[config.mk]
export PLATFORM = sky130hd
export DESIGN_NAME = calc_seq
export DESIGN_NICKNAME = d
export VERILOG_FILES = /design/src/rtl/calc_seq.sv
export SDC_FILE = /design/constraint.sdc
export NUM_CORES = 1
export LEC_CHECK = 0
export ABC_CLOCK_PERIOD_IN_PS = 3650
export CAP_MARGIN = 10
export CORE_MARGIN = 2
export CORE_UTILIZATION = 45
export DETAILED_ROUTE_END_ITERATION = 12
export PLACE_DENSITY = 0.62
export SLEW_MARGIN = 20
export SYNTH_ARGS = -nofsm -noshare
export SYNTH_HDL_FRONTEND = slang
export SYNTH_SLANG_ARGS = --single-unit
[constraint.sdc]
create_clock -name iCLK -period 3.65 [get_ports iCLK]
set_input_delay 0.73 -clock iCLK [delete_from_list [all_inputs] [get_ports iCLK]]
set_output_delay 0.73 -clock iCLK [all_outputs]
set_load 0.005 [all_outputs]
[src/rtl/calc_seq.sv]
// -----------------------------------------------------------------------------
// calc_seq - multi-cycle arithmetic sequencer for the switch calculator.
//
// One operation is accepted per start request while idle. Both operands are
// clipped to 0..99 on capture. Add and subtract complete in a single cycle;
// multiply (shift-add) and divide (restoring) each take seven iterations, so
// no wide combinational multiplier/divider array is needed.
//
// Ports:
//   iCLK     in   1   system clock, rising edge
//   iRST_N   in   1   asynchronous active-low reset
//   iA       in   7   operand A (unsigned), sampled at start acceptance
//   iB       in   7   operand B (unsigned), sampled at start acceptance
//   iOP      in   2   00 add, 01 subtract, 10 multiply, 11 divide
//   iSTART   in   1   start request, level-sampled in IDLE
//   oBUSY    out  1   high whenever the sequencer is not idle
//   oDONE    out  1   one-cycle pulse, result valid
//   oRESULT  out  14  registered result
//   oTYPE    out  2   display format code for the BCD splitter
//   oERR     out  1   divide-by-zero flag for the last operation
// -----------------------------------------------------------------------------
module calc_seq (
    input  logic        iCLK,
    input  logic        iRST_N,
    input  logic [6:0]  iA,
    input  logic [6:0]  iB,
    input  logic [1:0]  iOP,
    input  logic        iSTART,
    output logic        oBUSY,
    output logic        oDONE,
    output logic [13:0] oRESULT,
    output logic [1:0]  oTYPE,
    output logic        oERR
);

    typedef enum logic [1:0] {
        S_IDLE = 2'b00,
        S_EXEC = 2'b01,
        S_DONE = 2'b10
    } state_t;

    localparam logic [1:0] OP_ADD = 2'b00;
    localparam logic [1:0] OP_SUB = 2'b01;
    localparam logic [1:0] OP_MUL = 2'b10;
    localparam logic [1:0] OP_DIV = 2'b11;

    localparam logic [1:0] TYPE_PLAIN = 2'b00;
    localparam logic [1:0] TYPE_NEG1  = 2'b01;
    localparam logic [1:0] TYPE_NEG2  = 2'b10;
    localparam logic [1:0] TYPE_QR    = 2'b11;

    localparam logic [6:0] OPND_MAX   = 7'd99;
    localparam logic [2:0] LAST_ITER  = 3'd6;

    state_t      state_q, state_d;
    logic [6:0]  a_q, a_d;
    logic [6:0]  b_q, b_d;
    logic [1:0]  op_q, op_d;
    logic [2:0]  cnt_q, cnt_d;
    logic [13:0] acc_q, acc_d;
    logic [7:0]  rem_q, rem_d;
    logic [6:0]  quo_q, quo_d;
    logic [13:0] result_q, result_d;
    logic [1:0]  type_q, type_d;
    logic        err_q, err_d;
    logic        busy_q;
    logic        done_q;

    logic [6:0]  a_clip_s;
    logic [6:0]  b_clip_s;
    logic [13:0] acc_next_s;
    logic [7:0]  rem_shift_s;
    logic        rem_ge_s;
    logic [7:0]  rem_next_s;
    logic [6:0]  quo_next_s;

    // Operand clipping and the datapath for one multiply/divide iteration.
    always_comb begin
        a_clip_s = (iA > OPND_MAX) ? OPND_MAX : iA;
        b_clip_s = (iB > OPND_MAX) ? OPND_MAX : iB;

        // Shift-add: bit cnt of A selects B shifted by cnt.
        if (a_q[cnt_q]) begin
            acc_next_s = acc_q + ({7'd0, b_q} << cnt_q);
        end else begin
            acc_next_s = acc_q;
        end

        // Restoring divide: dividend enters MSB first, so iteration i uses A[6-i].
        rem_shift_s = {rem_q[6:0], a_q[LAST_ITER - cnt_q]};
        rem_ge_s    = (rem_shift_s >= {1'b0, b_q});
        if (rem_ge_s) begin
            rem_next_s = rem_shift_s - {1'b0, b_q};
        end else begin
            rem_next_s = rem_shift_s;
        end
        quo_next_s = {quo_q[5:0], rem_ge_s};
    end

    // Next-state and result logic of the sequencer FSM.
    always_comb begin
        state_d  = state_q;
        a_d      = a_q;
        b_d      = b_q;
        op_d     = op_q;
        cnt_d    = cnt_q;
        acc_d    = acc_q;
        rem_d    = rem_q;
        quo_d    = quo_q;
        result_d = result_q;
        type_d   = type_q;
        err_d    = err_q;

        case (state_q)
            S_IDLE: begin
                if (iSTART) begin
                    a_d   = a_clip_s;
                    b_d   = b_clip_s;
                    op_d  = iOP;
                    cnt_d = 3'd0;
                    acc_d = 14'd0;
                    rem_d = 8'd0;
                    quo_d = 7'd0;
                    case (iOP)
                        OP_ADD: begin
                            result_d = {6'd0, ({1'b0, a_clip_s} + {1'b0, b_clip_s})};
                            type_d   = TYPE_PLAIN;
                            err_d    = 1'b0;
                            state_d  = S_DONE;
                        end
                        OP_SUB: begin
                            if (a_clip_s >= b_clip_s) begin
                                result_d = {7'd0, (a_clip_s - b_clip_s)};
                                type_d   = TYPE_PLAIN;
                            end else begin
                                result_d = {7'd0, (b_clip_s - a_clip_s)};
                                // Single negative digit fits the 1-digit format.
                                if ((b_clip_s - a_clip_s) <= 7'd9) begin
                                    type_d = TYPE_NEG1;
                                end else begin
                                    type_d = TYPE_NEG2;
                                end
                            end
                            err_d   = 1'b0;
                            state_d = S_DONE;
                        end
                        OP_MUL: begin
                            state_d = S_EXEC;
                        end
                        OP_DIV: begin
                            if (b_clip_s == 7'd0) begin
                                result_d = 14'd0;
                                type_d   = TYPE_PLAIN;
                                err_d    = 1'b1;
                                state_d  = S_DONE;
                            end else begin
                                state_d = S_EXEC;
                            end
                        end
                        default: begin
                            state_d = S_IDLE;
                        end
                    endcase
                end else begin
                    state_d = S_IDLE;
                end
            end

            S_EXEC: begin
                cnt_d = cnt_q + 3'd1;
                if (op_q == OP_MUL) begin
                    acc_d = acc_next_s;
                end else begin
                    rem_d = rem_next_s;
                    quo_d = quo_next_s;
                end
                if (cnt_q == LAST_ITER) begin
                    cnt_d   = 3'd0;
                    err_d   = 1'b0;
                    state_d = S_DONE;
                    if (op_q == OP_MUL) begin
                        result_d = acc_next_s;
                        type_d   = TYPE_PLAIN;
                    end else begin
                        result_d = {quo_next_s, rem_next_s[6:0]};
                        type_d   = TYPE_QR;
                    end
                end else begin
                    state_d = S_EXEC;
                end
            end

            S_DONE: begin
                state_d = S_IDLE;
            end

            default: begin
                state_d = S_IDLE;
            end
        endcase
    end

    // State, datapath and registered output flops.
    always_ff @(posedge iCLK or negedge iRST_N) begin
        if (!iRST_N) begin
            state_q  <= S_IDLE;
            a_q      <= 7'd0;
            b_q      <= 7'd0;
            op_q     <= 2'b00;
            cnt_q    <= 3'd0;
            acc_q    <= 14'd0;
            rem_q    <= 8'd0;
            quo_q    <= 7'd0;
            result_q <= 14'd0;
            type_q   <= 2'b00;
            err_q    <= 1'b0;
            busy_q   <= 1'b0;
            done_q   <= 1'b0;
        end else begin
            state_q  <= state_d;
            a_q      <= a_d;
            b_q      <= b_d;
            op_q     <= op_d;
            cnt_q    <= cnt_d;
            acc_q    <= acc_d;
            rem_q    <= rem_d;
            quo_q    <= quo_d;
            result_q <= result_d;
            type_q   <= type_d;
            err_q    <= err_d;
            // Flags are derived from the next state so they line up with state_q.
            busy_q   <= (state_d != S_IDLE);
            done_q   <= (state_d == S_DONE);
        end
    end

    assign oBUSY   = busy_q;
    assign oDONE   = done_q;
    assign oRESULT = result_q;
    assign oTYPE   = type_q;
    assign oERR    = err_q;

endmodule

==> results.ini <==
[status]
outcome=complete, but fails checks
violations=DRC

[timing]
finalCritPeriodShare=0.9580
timing.fmax_ghz=0.2860
fin_skew_ns=0.009087
slew_violations=0
finalHoldViolCount=0
period_minus_slack_ns=3.497
worst_pin_slew_ns=0.7524
slew_headroom=0.4965
setup_viol=0

[logic_synthesis]
yosys_most_used_dff=dfrtp_1
synthTopCellsByArea=dfrtp_1 31%, ha_1 10%, nand2_1 6.0%, o21ai_0 5.0%, mux2i_1 3.9%
synth.net_count=711
yosysTopAreaCellShare=0.3129
yosysTopAreaCell=dfrtp_1
post_synth.cell_area_avg_um2=8.319
netlist_area_um2=5358
yosysWarningCount=0
ys_types=65
syn_inst=644
seq_area_frac_synth=0.3129
ys_ff_latch=67
synthArstFlopShare=1.000
synth_edf_count=0

[global_route]
top_usage_layer=met2
grt_pass1_wl_um=26420
antenna_found_initial=0
met1_usage=0.3327
grt_overflow=0
grt_pass1_vias=5124
gr-usage-met2=0.4507
grtUsageMet3=0.04553
grt_max_degree=49
grt_util_all_layers=0.2636

[power_and_ir_drop]
pwr-share-clk=0.174
pwr-share-seq=0.246
irDropWorstVdd_mv=0.2804
p_leak_nw=3.169
pwr-share-comb=0.581
p_sw_mw=2.388
power_density_nw_per_um2=802.0
internal_power_mw=2.949
switching_share=0.4475

[critical_path]
cp-end-kind=flip-flop
crit_family=simple AND/OR/NAND/NOR gates
crit_required_ns=3.92
critPathLaunchType=input pin
worstPathCellList=clkdlybuf4s50_1 -> or3_4 -> nor2b_4 -> nor2_2 -> ha_2 -> inv_1 -> fa_2 -> a211oi_2 -> buf_4 -> nor4_1 -> nor3_2 -> buf_4 -> o211ai_1 -> a31oi_1 -> o32a_1
worstSetupPathType=in -> reg
cp.buffers_inverters=4
cp_common_cell=buf_4
critPathArrivalTime_ns=3.77
critPathMaxFanout=2
crit_path_top_delay_cell=clkdlybuf4s50_1
cpPeakStageDelay_ns=0.42

[floorplan]
dieArea_um2=12800
ios=38
start_util=0.4652
rows=39
die_x_um=113.1
die-height_um=113.1
core_um2=11520

[finish]
fin_util=0.5779
layout-drive-gt1-share=0.1493
nets=792
final_cells=873
diodes=0
area_growth_pct=24.22

[clock_tree]
cts_made_buffers=9
path_clk_slew_ns=0.06
cts_max_path_buffers=2
cts_tree=done
hold_buffers=0
cts-root-buf=clkbuf_16
insertion_delay_ns=0.34
htreeDepth=3
cts.sink_count=67

[routing]
dr.pass1.iters=8
vias=5216
viasPerCell=5.975
drt_wl_total_um=16530
wl_per_cell_um=18.93
drc_errors=2
drt_iter0_markers=404
ant_nets=0

[placed_design]
gp_congestion=0.9385
dp.final_hpwl_um=12700
io_buffer_count=37
placed_cells=855

[hold_path]
hp-class=in -> async

[run]
maxCapViolations=0

[placed cells by master (no fill, tap or decap), types with 11 or more instances in the layout]
cell | netlist | routed
inv_1 | 32 | 32
ha_1 | 43 | 42
mux2i_1 | 21 | 21
dfrtp_1 | 67 | 67
nor2_1 | 51 | 50
nand2b_1 | 12 | 12
nand2_1 | 85 | 85
a31oi_1 | 11 | 11
nor3_1 | 16 | 15
clkdlybuf4s50_1 | 0 | 34
a21oi_1 | 27 | 26
buf_4 | 0 | 62
a21o_1 | 22 | 22
nor2b_1 | 12 | 11
nand3_1 | 22 | 22
o21ai_0 | 53 | 52
[path summary, 6_finish.rpt]
| kind | startpoint | to | slack, ns | depth (start not counted) |
|---|---|---|---|---|
| setup / recovery | iB[2] | oRESULT[6] | 0.15 | 15 |
| hold / removal | iRST_N | cnt_q[2] | 0.39 | 1 |
| setup reg to reg | cnt_q[0] | oRESULT[4] | 0.20 | 13 |
| hold reg to reg | rem_q[6] | rem_q[6] | 0.48 | 1 |
| max in group asynchronous | iRST_N | oRESULT[4] | 2.61 | 2 |
| min in group iCLK | rem_q[6] | rem_q[6] | 0.48 | 1 |
[registers in the layout, indices dropped and copies added (netlist names)]
register  cells
oDONE         1
oRESULT      14
oBUSY         1
quo_q         6
op_q          2
oTYPE         2
oERR          1
rem_q         7
acc_q        14
cnt_q         3
a_q           7
state_q       2
b_q           7
[per-stage QoR]
step                setup slack [ns]  setup TNS (ns)  hold slack, ns  total power [mW]  cell area, µm²
floorplan                     0.2291               0          0.4344             3.275            5358
global placement             -0.3284          -1.452          0.4656             4.257            6242
finish                        0.1532               0          0.3907             5.337            6655
global route               -0.009521       -0.009521          0.4231             5.725            6655
detailed placement           -0.4530          -2.067          0.4663             4.326            6242
CTS                          0.01842               0          0.3957             5.278            6565
[power by group through the flow]
stage	clock (mW)	sequential, mW	combinational [mW]
after floorplan	0	1.24	2.03
after global placement	0	1.31	2.95
after detailed placement	0	1.32	3.01
after CTS	0.936	1.30	3.04
after global routing	0.965	1.35	3.41
final	0.927	1.31	3.10
[area by class of cell]
class | count | area (µm²)
fill | 1051 | 4861
multi-input combinational | 513 | 3498
sequential | 67 | 1677
timing repair buffer | 100 | 855.8
clock buffer | 11 | 252.7
tap | 143 | 178.9
inverter | 34 | 127.6
clock inverter | 5 | 65.06
[layer usage]
layer	vias to the layer above	wire, µm	part of all wire
li1	2496	-	-
met1	2523	7196	0.44
met2	157	7950	0.48
met3	40	804	0.049
met4	0	574	0.035
met5	-	0	0
[timing repair]
item,in CTS,in global routing
pin swaps,0,12
gates cloned,0,0
buffers inserted,0,2
resized for setup,1,20
endpoints found under the setup margin,2,8
[cell families after synthesis]
| kind of cell | share of synthesized area |
|---|---|
| compound gates | 0.2424 |
| flops | 0.3129 |
| mux | 0.04764 |
| simple gates | 0.2086 |
| fa+ha+maj | 0.1191 |
| xor+xnor | 0.02125 |
| buf+inv | 0.04811 |
[synth_stat cells, types with 5 or more instances]
master    number
nand4_1        5
a31oi_1       11
o21ai_0       53
clkbuf_1      20
o32a_1         6
inv_1         32
a21oi_1       27
nand3_1       22
fa_1           5
a21o_1        22
o31ai_1        5
nor2_1        51
nand2_1       85
dfrtp_1       67
a211oi_1      12
mux2i_1       21
o21a_1         8
buf_2          8
ha_1          43
nor2b_1       12
nand3b_1       5
nand2b_1      12
nor3_1        16
and3_1         6
xnor2_1       10
a22o_1         9
Power figures use the tool's default switching activity.
